--- src/rtl/uart_pkg.sv ---
// Shared UART definitions: receiver FSM states and frame/synchroniser constants.
// Also intended for the future hardware transmitter.
package uart_pkg;

    typedef enum logic [2:0] {
        ST_IDLE,
        ST_START,
        ST_DATA,
        ST_STOP,
        ST_BREAK
    } uart_rx_state_t;

    localparam int UART_DATA_BITS   = 8;
    localparam int UART_SYNC_STAGES = 2;

endpackage

--- src/rtl/sync2.sv ---
// Multi-flop synchroniser for asynchronous pad inputs.
// RESET_VAL sets the value it presents while in reset.
module sync2
    import uart_pkg::*;
#(
    parameter logic RESET_VAL = 1'b1
) (
    input  logic clk_i,
    input  logic rst_i,
    input  logic d_i,
    output logic q_o
);

    logic [UART_SYNC_STAGES-1:0] ff_q;

    always_ff @(posedge clk_i or posedge rst_i) begin
        if (rst_i) ff_q <= {UART_SYNC_STAGES{RESET_VAL}};
        else       ff_q <= {ff_q[UART_SYNC_STAGES-2:0], d_i};
    end

    assign q_o = ff_q[UART_SYNC_STAGES-1];

endmodule

--- src/rtl/uart_rx.sv ---
// 8N1 LSB-first UART receiver with a one-byte holding register,
// sticky framing/overrun flags and registered active-low clear-to-send.
module uart_rx
    import uart_pkg::*;
#(
    parameter int CYCLES_PER_BIT = 347
) (
    input  logic       clk_core_i,
    input  logic       reset_i,
    input  logic       rx_i,
    output logic [7:0] rx_data_o,
    output logic       rx_valid_o,
    input  logic       rx_ack_i,
    output logic       frame_err_o,
    output logic       overrun_o,
    input  logic       err_clear_i,
    output logic       cts_n_o
);

    localparam int CNT_W = $clog2(CYCLES_PER_BIT + 1);
    localparam int IDX_W = $clog2(UART_DATA_BITS);
    localparam logic [CNT_W-1:0] HALF     = CNT_W'(CYCLES_PER_BIT / 2);
    localparam logic [CNT_W-1:0] FULL     = CNT_W'(CYCLES_PER_BIT);
    localparam logic [IDX_W-1:0] LAST_IDX = IDX_W'(UART_DATA_BITS - 1);

    uart_rx_state_t            state_q, state_d;
    logic [CNT_W-1:0]          cnt_q, cnt_d;
    logic [IDX_W-1:0]          idx_q, idx_d;
    logic [UART_DATA_BITS-1:0] shift_q, shift_d;
    logic [UART_DATA_BITS-1:0] data_q, data_d;
    logic                      valid_q, valid_d;
    logic                      fe_q, fe_d;
    logic                      ov_q, ov_d;
    logic                      cts_n_q;
    logic                      rxs, rxs_prev_q;
    logic                      sample;

    sync2 #(.RESET_VAL(1'b1)) u_sync (
        .clk_i (clk_core_i),
        .rst_i (reset_i),
        .d_i   (rx_i),
        .q_o   (rxs)
    );

    // Counter is loaded with N and the sample happens N cycles later, when it reads 1.
    assign sample = (cnt_q == CNT_W'(1));

    always_comb begin
        state_d = state_q;
        cnt_d   = cnt_q;
        idx_d   = idx_q;
        shift_d = shift_q;
        data_d  = data_q;
        valid_d = valid_q;
        fe_d    = fe_q;
        ov_d    = ov_q;

        if (rx_ack_i && valid_q) valid_d = 1'b0;
        if (err_clear_i) begin
            fe_d = 1'b0;
            ov_d = 1'b0;
        end

        // Set events below are evaluated after the clears so they take priority.
        case (state_q)
            ST_IDLE: begin
                if (rxs_prev_q && !rxs) begin
                    cnt_d   = HALF;
                    state_d = ST_START;
                end
            end
            ST_START: begin
                if (!sample) begin
                    cnt_d = cnt_q - CNT_W'(1);
                end else if (rxs) begin
                    state_d = ST_IDLE;
                end else begin
                    cnt_d   = FULL;
                    idx_d   = '0;
                    state_d = ST_DATA;
                end
            end
            ST_DATA: begin
                if (!sample) begin
                    cnt_d = cnt_q - CNT_W'(1);
                end else begin
                    shift_d = {rxs, shift_q[UART_DATA_BITS-1:1]};
                    cnt_d   = FULL;
                    idx_d   = idx_q + IDX_W'(1);
                    if (idx_q == LAST_IDX) state_d = ST_STOP;
                end
            end
            ST_STOP: begin
                if (!sample) begin
                    cnt_d = cnt_q - CNT_W'(1);
                end else if (rxs) begin
                    if (!valid_q || rx_ack_i) begin
                        data_d  = shift_q;
                        valid_d = 1'b1;
                    end else begin
                        ov_d = 1'b1;
                    end
                    state_d = ST_IDLE;
                end else begin
                    fe_d    = 1'b1;
                    state_d = ST_BREAK;
                end
            end
            ST_BREAK: begin
                if (rxs) state_d = ST_IDLE;
            end
            default: state_d = ST_IDLE;
        endcase
    end

    always_ff @(posedge clk_core_i or posedge reset_i) begin
        if (reset_i) begin
            state_q    <= ST_IDLE;
            cnt_q      <= '0;
            idx_q      <= '0;
            shift_q    <= '0;
            data_q     <= '0;
            valid_q    <= 1'b0;
            fe_q       <= 1'b0;
            ov_q       <= 1'b0;
            cts_n_q    <= 1'b1;
            rxs_prev_q <= 1'b1;
        end else begin
            state_q    <= state_d;
            cnt_q      <= cnt_d;
            idx_q      <= idx_d;
            shift_q    <= shift_d;
            data_q     <= data_d;
            valid_q    <= valid_d;
            fe_q       <= fe_d;
            ov_q       <= ov_d;
            cts_n_q    <= valid_d;
            rxs_prev_q <= rxs;
        end
    end

    assign rx_data_o   = data_q;
    assign rx_valid_o  = valid_q;
    assign frame_err_o = fe_q;
    assign overrun_o   = ov_q;
    assign cts_n_o     = cts_n_q;

endmodule
--- config.mk ---
export PLATFORM = sky130hd
export DESIGN_NAME = uart_rx
export DESIGN_NICKNAME = d
export VERILOG_FILES = /design/src/rtl/uart_pkg.sv /design/src/rtl/sync2.sv /design/src/rtl/uart_rx.sv
export SDC_FILE = /design/constraint.sdc
export NUM_CORES = 1
export LEC_CHECK = 0
export ABC_AREA = 0
export CAP_MARGIN = 20
export CELL_PAD_IN_SITES_DETAIL_PLACEMENT = 0
export CELL_PAD_IN_SITES_GLOBAL_PLACEMENT = 1
export CORE_MARGIN = 2
export CORE_UTILIZATION = 48
export CTS_CLUSTER_DIAMETER = 50
export DETAILED_ROUTE_END_ITERATION = 7
export PLACE_DENSITY_LB_ADDON = 0.1
export SKIP_LAST_GASP = 1
export SLEW_MARGIN = 20
export SYNTH_ARGS = -nofsm -noshare
export SYNTH_HDL_FRONTEND = slang
export SYNTH_SLANG_ARGS = --single-unit
--- constraint.sdc ---
create_clock -name clk_core_i -period 4.6 [get_ports clk_core_i]
set_input_delay 0.92 -clock clk_core_i [delete_from_list [all_inputs] [get_ports clk_core_i]]
set_output_delay 0.92 -clock clk_core_i [all_outputs]
set_load 0.02 [all_outputs]
# == Word-level counts from Yosys, hierarchy flattened ==
# Index checks and enable logic that the tools add are counted.
# word_totals
inputBits,5
register_bits,38
wordCells,74
output_inout_bits,12
# classes
add_sub_neg,2
n_eq_ne,15
n_reduce_logical,13
muxes,33
# op_table
operator,n
two-way mux 9 bit,5
one-hot mux 9 bit (4 select lines),1
two-way mux 3 bit,10
one-hot mux 3 bit (5 select lines),1
two-way mux 1 bit,14
"inequality test 2 bit, second input constant",7
AND reduction 4 bit,3
"equality test 9 x 1 -> 1 bit, second input constant",1
"subtractor 9 x 1 -> 9 bit, second input constant",1
"equality test 3 x 2 -> 1 bit, second input constant",2
"equality test 3 bit, second input constant",2
one-hot mux 3 bit (2 select lines),1
AND reduction 6 bit,1
nonzero test 4 bit,1
"adder 3 x 1 -> 3 bit, second input constant",1
"equality test 3 x 1 -> 1 bit, second input constant",1
logical NOT 3 bit,1
"inequality test 3 bit, second input constant",1
logical AND 1 bit,2
logical NOT 1 bit,2
two-way mux 2 bit,1
"inequality test 2 x 1 -> 1 bit, second input constant",1
AND reduction 2 bit,1
nonzero test 2 bit,1
logical OR 1 bit,1

# == Logic depth before layout (Yosys ltp) ==
# Gate-level depths: netlist of run 1.
# depth
ltp_word,6
depth_mapped,6
ltp_nobuf,6

# == Modules after synthesis ==
# Synthesis of run 1 repeated with hierarchy kept, for this count alone.
# hier_totals
hier_cells,168
hier_area_um2,1886.8
# modules_own_cells
module,area_per_inst_um2,n_inst,cells_each,seq_area_each_um2
uart_rx,1830.5,1,165,903.4
sync2,56.3,1,3,52.6

# == Least setup slack after synthesis of run 1 ==
# Ideal clock, no wire load.
# synth_path
path_kind,reg2reg
start,register cnt_q[1]
end,register shift_q[0]
arrival_ps,1790
synth_period_minus_slack_ps,1914
setup_ps,125
stages_incl_launch_ff,7
path_buffers,1
slack_ps,2686
required_ps,4475
cell_sequence,dfrtp_1 > inv_1 > ha_1 > or4b_1 > nor4_2 > buf_4 > mux2_2
# synth_via
elab_chain_cells,2
# synth_rtl
item,line,rtl
start: declaration,uart_rx.sv:27,"logic [CNT_W-1:0] cnt_q, cnt_d;"
start signal: assignment,uart_rx.sv:130,cnt_q <= cnt_d;
equality test 9 x 1 -> 1 bit,uart_rx.sv:46,assign sample = (cnt_q == CNT_W'(1));
AND reduction 2 bit (no source line),n/a,
end signal: assignment,uart_rx.sv:132,shift_q <= shift_d;
end: declaration,uart_rx.sv:29,"logic [UART_DATA_BITS-1:0] shift_q, shift_d;"
# No other way between the ends.
# A chain may end at the register's enable or synchronous reset.

# == Worst setup path after layout of run 1 ==
# layout_path
start,register cnt_q[3]
end,register idx_q[0]
# layout_via
elab_chain_cells,3
elab_cells_between_ends,4
classes_between,eq/ne: 3; reduce/logical: 1
# layout_rtl
item,line,rtl
equality test 9 x 1 -> 1 bit (*),uart_rx.sv:46,
inequality test 2 bit (no source line),n/a,
AND reduction 4 bit (no source line) (*),n/a,
end signal: assignment,uart_rx.sv:131,idx_q <= idx_d;
end: declaration,uart_rx.sv:28,"logic [IDX_W-1:0] idx_q, idx_d;"
# Every way passes the cells marked *; elsewhere a longest branch is shown, timed or not.

==> impl_metrics.json, run 1 <==
{
  "worstSkewPairLatency_ns": 0.29,
  "num_vias": 1306,
  "proportion_of_power_drawn_by_the_clock_network_pct": 28.1,
  "synth-edff-count": 0,
  "y_dimension_of_the_die_um": 65.63,
  "p_leak_nw": 0.9410,
  "cts.repair_timing.setup_buffer_count": 0,
  "dp_hpwl_um": 2479,
  "switching_power_w": 0.0002670,
  "globalRouteOverflowTotal": 0,
  "cts-root-buf": "clkbuf_8",
  "launching_point_of_the_worst_reg2reg_path": "cnt_q[3]",
  "ffs_latches_synth": 38,
  "yosys_most_used_dff": "dfrtp_1",
  "final_nets": 185,
  "timing.final.crit_share_pct": 53.84,
  "synthDistinctLibCells": 47,
  "routabilityCongestion": 0.8834,
  "yosys.area_share.adder_pct": 3.294,
  "required_time_of_the_critical_path_ns": 4.81,
  "wirelength_um": 3517,
  "worst_r2r_path_depth": 4,
  "synth.yosys.seq_area_share_pct": 52.44,
  "yosys.area.top_type_share_pct": 46.67,
  "timing.final.hold_violations": 0,
  "slew_violations": 0,
  "final_area_sq_um": 2120,
  "setup_tns_ns": 0,
  "tritoncts_num_sinks": 38,
  "worst_pin_slew_ns": 1.066,
  "synthesis.instances": 159,
  "number_of_nets_with_antenna_violations_after_detailed_routing": 0,
  "clkSlewWorstSetupHoldPaths_ns": 0.08,
  "initial_utilization_pct": 49.79,
  "finalCriticalPeriod_ns": 2.477,
  "numPortBuffers": 16,
  "coreArea_sq_um": 3661,
  "ir_worst_vdd_mv": 0.2537,
  "total_power_w": 0.0008310,
  "worstHoldStart": "u_sync.ff_q[0]",
  "tritoncts.num_buffers": 5,
  "synth.area.top_cells": "dfrtp_1 (47%), mux2_2 (9.9%), dfstp_2 (5.8%)",
  "ys_top_cells_by_count": "dfrtp_1 (34), mux2_2 (16), a21oi_1 (8), nor2_1 (8), nand3_1 (7)",
  "htree_levels": 2,
  "tritoncts": "yes",
  "post_synth_xor_area_fraction_pct": 0.4804,
  "worst-r2r-setup-slack_ns": 2.12,
  "crit_slowest_cell": "nor3_1",
  "grtUsageTotal_pct": 19.20,
  "hold_slack_ns": 0.3595,
  "critical_path.cell_chain": "nor3_1, nand3_2, or4b_1, a22oi_1",
  "run_status": "finished, final reports clean",
  "grt_pass1_vias": 1328,
  "design.portCount": 17,
  "die_width_um": 65.63,
  "critical_path.endpoint_type": "flip-flop",
  "global_route_wire_length_before_repair_um": 6216,
  "drive_gt1_share_pct": 19.77,
  "synth_top_family_by_area": "simple AND/OR/NAND/NOR gates",
  "comb_power_share_pct": 19.8,
  "ys_warn_count": 0,
  "timing.slew.headroom_pct": 28.38,
  "hold-path-cell-count": 0,
  "post_synth_instance_area_sq_um": 1823,
  "route.detailed.wl_per_inst_um": 15.63,
  "drt_pass1_iterations": 4,
  "finalSetupViolCount": 0,
  "reg2reg_end": "idx_q[0]",
  "synth_fp_nets": 168,
  "post_synth.cell_area_avg_sq_um": 11.47,
  "area_growth_syn_to_layout_pct": 16.27,
  "intPower_w": 0.0005640,
  "hold_end": "u_sync.ff_q[1]",
  "fin_worst_skew_ns": 0.007916,
  "share_seq_of_total_power_pct": 52.1,
  "antenna_found_initial": 0,
  "cts-resized-gates": 0,
  "synth_top_cell_by_area": "dfrtp_1",
  "rows": 22,
  "ctsLongestPathBuffers": 2,
  "cts_hold_buf": 0,
  "antenna_cells_inserted": 0,
  "max-cap-violations": 0,
  "netSwitchingFraction_pct": 32.14,
  "clock.fmax_mhz": 403.8,
  "dpl_cell_area_sq_um": 2019,
  "post-route-drc-count": 0,
  "hold_path.class": "reg -> reg",
  "yosys.cell_count.top_type": "dfrtp_1",
  "floorplan.die_area_sq_um": 4307,
  "grt_start_max_net_pins": 39,
  "grt_setup_unrepaired": "false",
  "yosys.area_share.simple_pct": 17.43,
  "synthMuxAreaShare_pct": 10.43,
  "drt_iter0_drc": 188,
  "timing.setup.critical_path_class": "reg -> reg",
  "asyncSetResetFlopFracSynth_pct": 100.0,
  "route.detailed.vias_per_inst": 5.804,
  "post_synthesis_compound_gate_area_fraction_pct": 12.97,
  "powerDensity_nw_per_um2": 392.1,
  "critPathLaunchType": "flip-flop",
  "critical_path_arrival_ns": 2.69,
  "crit_fanout": 11,
  "timing.critical_path.slowest_cell_delay_ns": 0.87,
  "layout.filler_cells": 331
}
layout make-up:
cell class,count,area (sq um),area share [%]
well taps,48,60.06,2.834
flip-flops and latches,38,955.9,45.10
inverters,6,22.52,1.063
multi-input cells,108,822.0,38.78
clock inverters,1,5.005,0.2361
clock buffers,7,86.33,4.073
repair buffers,17,167.7,7.910
power by group through the flow:
stage          Combinational (W)  Sequential [W]  Clock [W]
3_3_place_gp            0.000160        0.000440          0
5_1_grt                 0.000186        0.000441   0.000255
2_1_floorplan           0.000140        0.000416          0
3_5_place_dp            0.000161        0.000438          0
4_1_cts                 0.000162        0.000431   0.000242
6_report                0.000165        0.000433   0.000233
stage by stage:
stage	util [%]	std cells	worst slack, ns
2_1_floorplan	-	159	2.686
3_3_place_gp	55.16	217	2.053
3_5_place_dp	55.16	217	2.010
4_1_cts	57.66	225	1.962
5_1_grt	57.89	225	1.964
6_report	57.89	225	2.123
critical path: cells and delay by family (launching register included):
kind | cells | cell delay (ns)
AOI/OAI and AO/OA | 1 | 0.18
and+or+nand+nor | 3 | 1.78
DFF | 1 | 0.43
worst max path at each step:
stage	start	end	slack, ns	cells past startpoint
final	cnt_q[3]	idx_q[0]	2.12	4
after global routing	cnt_q[3]	idx_q[0]	1.96	4
after CTS	cnt_q[1]	shift_q[5]	1.96	5
after detailed placement	cnt_q[1]	shift_q[5]	2.01	5
after global placement	cnt_q[1]	shift_q[2]	2.05	5
after floorplan	cnt_q[1]	shift_q[0]	2.69	6
sequential cells by signal, indices dropped and copies added (netlist names):
name         count
rx_valid_o       1
cnt_q            9
shift_q          8
overrun_o        1
rxs_prev_q       1
idx_q            3
u_sync.ff_q      2
cts_n_o          1
state_q          3
frame_err_o      1
rx_data_o        8
routing by layer:
| metal | up-vias | global-route usage [%] | part of all wire, % |
|---|---|---|---|
| li1 | 628 | - | - |
| met1 | 635 | 25.45 | 46 |
| met2 | 36 | 30.18 | 47 |
| met3 | 7 | 4.966 | 5.4 |
| met4 | 0 | 7.292 | 1.6 |
| met5 | - | 0 | 0 |
logic make-up (layout without fill, tap and decap cells):
| logic type | after synthesis | in the layout |
|---|---|---|
| flops | 38 | 38 |
| simple gates | 50 | 50 |
| xor+xnor | 1 | 1 |
| mux | 17 | 17 |
| compound gates | 35 | 35 |
| buf+inv | 13 | 31 |
| fa+ha+maj | 5 | 5 |
placed cells by master, fill, tap and decap left out, types with 2 or more instances in the layout:
master / instances
nor3_1: 5
ha_1: 4
and3_1: 2
nand4_1: 3
nor2_1: 8
a22o_1: 2
dfstp_2: 4
o22ai_1: 2
nand2b_1: 5
a21o_1: 2
clkdlybuf4s50_1: 16
a211oi_1: 3
nand2_1: 6
a21oi_1: 8
nand3_1: 7
o41ai_1: 2
a31oi_1: 3
o21ai_0: 4
dfrtp_1: 34
mux2_2: 16
o211ai_1: 2
inv_1: 6
clkbuf_8: 6
or4b_1: 2
Note: power is estimated with default switching activity, not from simulation.
==> run 2, diff against run 1 <==
- CORE_UTILIZATION: 48 -> 41
- clock period: 4.6 -> 2.2 ns (I/O delays scaled with it)
==> run 2 against run 1 <==
Net effect: routed wire length up 9.2%; critical path depth is 2 higher; global-route usage shrank 1.3 points; cell count is 4.0% higher; combinational power is 130% higher; highest routed layer unchanged; largest cell class unchanged; maximum frequency up 23%; clock-buffer cell count shrank 1.
==> impl_metrics.json, run 2 (same netlist as run 1, synthesis figures left out) <==
{
  "dpl_cell_area_sq_um": 2062,
  "largest_register_ffs": 9,
  "y_dimension_of_the_die_um": 70.68,
  "tritoncts.num_buffers": 5,
  "hold_slack_ns": 0.3583,
  "registers.top_by_ff_count": "cnt_q",
  "grt_start_max_net_pins": 39,
  "worstSkewPairLatency_ns": 0.29,
  "crit_fanout": 11,
  "route.detailed.wl_per_inst_um": 16.42,
  "timing.setup.critical_path_class": "reg -> reg",
  "grt_setup_unrepaired": "false",
  "initial_utilization_pct": 42.16,
  "tritoncts": "yes",
  "rows": 24,
  "numPortBuffers": 16,
  "antenna_cells_inserted": 0,
  "die_width_um": 70.68,
  "fin_worst_skew_ns": 0.008292,
  "global_route.usage.met3_pct": 4.274,
  "layout_common_cells": "dfrtp_1 (34), mux2_2 (16), clkdlybuf4s50_1 (16)",
  "wirelength_um": 3842,
  "ir_worst_vdd_mv": 0.3918,
  "final_area_sq_um": 2157,
  "drive_gt1_share_pct": 22.53,
  "total_power_w": 0.001791,
  "routabilityCongestion": 0.9047,
  "ctsLongestPathBuffers": 2,
  "coreArea_sq_um": 4324,
  "powerDensity_nw_per_um2": 830.1,
  "clkSlewWorstSetupHoldPaths_ns": 0.07,
  "finalCoreUtilization_pct": 49.88,
  "worst_pin_slew_ns": 0.5613,
  "cts-resized-gates": 0,
  "dp_hpwl_um": 2664,
  "critPathLaunchType": "flip-flop",
  "globalRouteMet2Util_pct": 27.41,
  "global_route_wire_length_before_repair_um": 7079,
  "tritoncts_num_sinks": 38,
  "cts.repair_timing.setup_buffer_count": 0,
  "slew_violations": 0,
  "floorplan.die_area_sq_um": 4996,
  "cts-root-buf": "clkbuf_8",
  "grt_pass1_vias": 1452,
  "finalCriticalPeriod_ns": 2.013,
  "clock.fmax_mhz": 496.7,
  "globalRouteOverflowTotal": 0,
  "critical_path_arrival_ns": 2.19,
  "cts_hold_buf": 0,
  "critical_path.endpoint_type": "flip-flop",
  "timing.final.crit_share_pct": 91.51,
  "post-route-drc-count": 0,
  "run_status": "finished, final reports clean",
  "drt_pass1_iterations": 4,
  "htree_levels": 2,
  "groute.layer.met1.usage_pct": 24.84,
  "p_leak_nw": 0.9666,
  "area_growth_syn_to_layout_pct": 18.33,
  "timing.slew.headroom_pct": 62.44,
  "design.portCount": 17,
  "antenna_found_initial": 0,
  "route.detailed.vias_per_inst": 5.722,
  "commonest_non_fill_non_tap_cell_in_the_layout": "dfrtp_1",
  "hold_path.class": "reg -> reg",
  "gr-max-usage-layer": "met2",
  "max-cap-violations": 0,
  "final_nets": 190,
  "setup_tns_ns": 0,
  "drt_iter0_drc": 139,
  "num_vias": 1339,
  "number_of_nets_with_antenna_violations_after_detailed_routing": 0,
  "grtUsageTotal_pct": 17.89,
  "timing.final.hold_violations": 0,
  "finalSetupViolCount": 0,
  "required_time_of_the_critical_path_ns": 2.37
}
==> run 2: cell count changes in the layout (fill, tap and decap cells not counted), sizes merged <==
cell	change
buf	+5
clkbuf	-1
clkinvlp	+1
==> run 2: where the power goes <==
part / total, W / switching, W / internal [W] / leakage [nW]
Combinational: 0.000379 / 0.000206 / 0.000173 / 0.428
Clock: 0.000502 / 0.000250 / 0.000252 / 0.0472
Sequential: 0.000910 / 0.000128 / 0.000782 / 0.492
==> run 2: path summary, 6_finish.rpt <==
| path | startpoint | cells after the start | slack, ns | end |
|---|---|---|---|---|
| worst max register to register | cnt_q[1] | 6 | 0.19 | shift_q[2] |
| worst min register to register | u_sync.ff_q[0] | 0 | 0.36 | u_sync.ff_q[1] |
| max in group asynchronous | reset_i | 3 | 1.27 | u_sync.ff_q[1] |
| worst max-delay path | cnt_q[1] | 6 | 0.19 | shift_q[2] |
| worst min-delay path | u_sync.ff_q[0] | 0 | 0.36 | u_sync.ff_q[1] |
| min in group asynchronous | reset_i | 3 | 0.57 | shift_q[7] |
==> run 2: worst max-delay path, stage by stage (launching register included) <==
cell,delay [ns]
dfrtp_1,0.40
inv_1,0.08
ha_1,0.15
or4b_1,0.52
nor4_2,0.16
buf_4,0.23
mux2_2,0.35
==> run 2: per-layer routing <==
| metal | wire [um] | part of all wire (%) | vias to the layer above |
|---|---|---|---|
| li1 | - | - | 640 |
| met1 | 1765 | 46 | 661 |
| met2 | 1857 | 48 | 31 |
| met3 | 148 | 3.9 | 7 |
| met4 | 70 | 1.8 | 0 |
| met5 | 0 | 0 | - |
==> run 2: layout make-up <==
type,instances,area [sq um]
clock inverter,2,12.51
timing repair buffer,22,205.2
sequential,38,955.9
fill,395,2167
inverter,6,22.52
tap,52,65.06
multi-input combinational,108,813.3
clock buffer,6,82.58
==> run 2: per-stage QoR <==
| step | worst slack, ns | cells |
|---|---|---|
| 2_1_floorplan | 0.2858 | 159 |
| 3_3_place_gp | 0.2298 | 226 |
| 3_5_place_dp | 0.1796 | 226 |
| 4_1_cts | 0.1700 | 234 |
| 5_1_grt | 0.03030 | 234 |
| 6_report | 0.1869 | 234 |
==> run 3, diff against run 2 <==
--- a/constraint.sdc
+++ b/constraint.sdc
@@ -3,2 +3,2 @@
 set_output_delay 0.44 -clock clk_core_i [all_outputs]
-set_load 0.02 [all_outputs]
+set_load 0.05 [all_outputs]
==> results of run 3 <==
Same layout as run 2 (identical final DEF). Status: finished, final reports clean.
Main changes from that run: setup slack after layout 0.1869 ns -> 0.1649 ns; start point of the critical path cnt_q[1] -> cts_n_o; end point of the critical path shift_q[2] -> cts_n_o
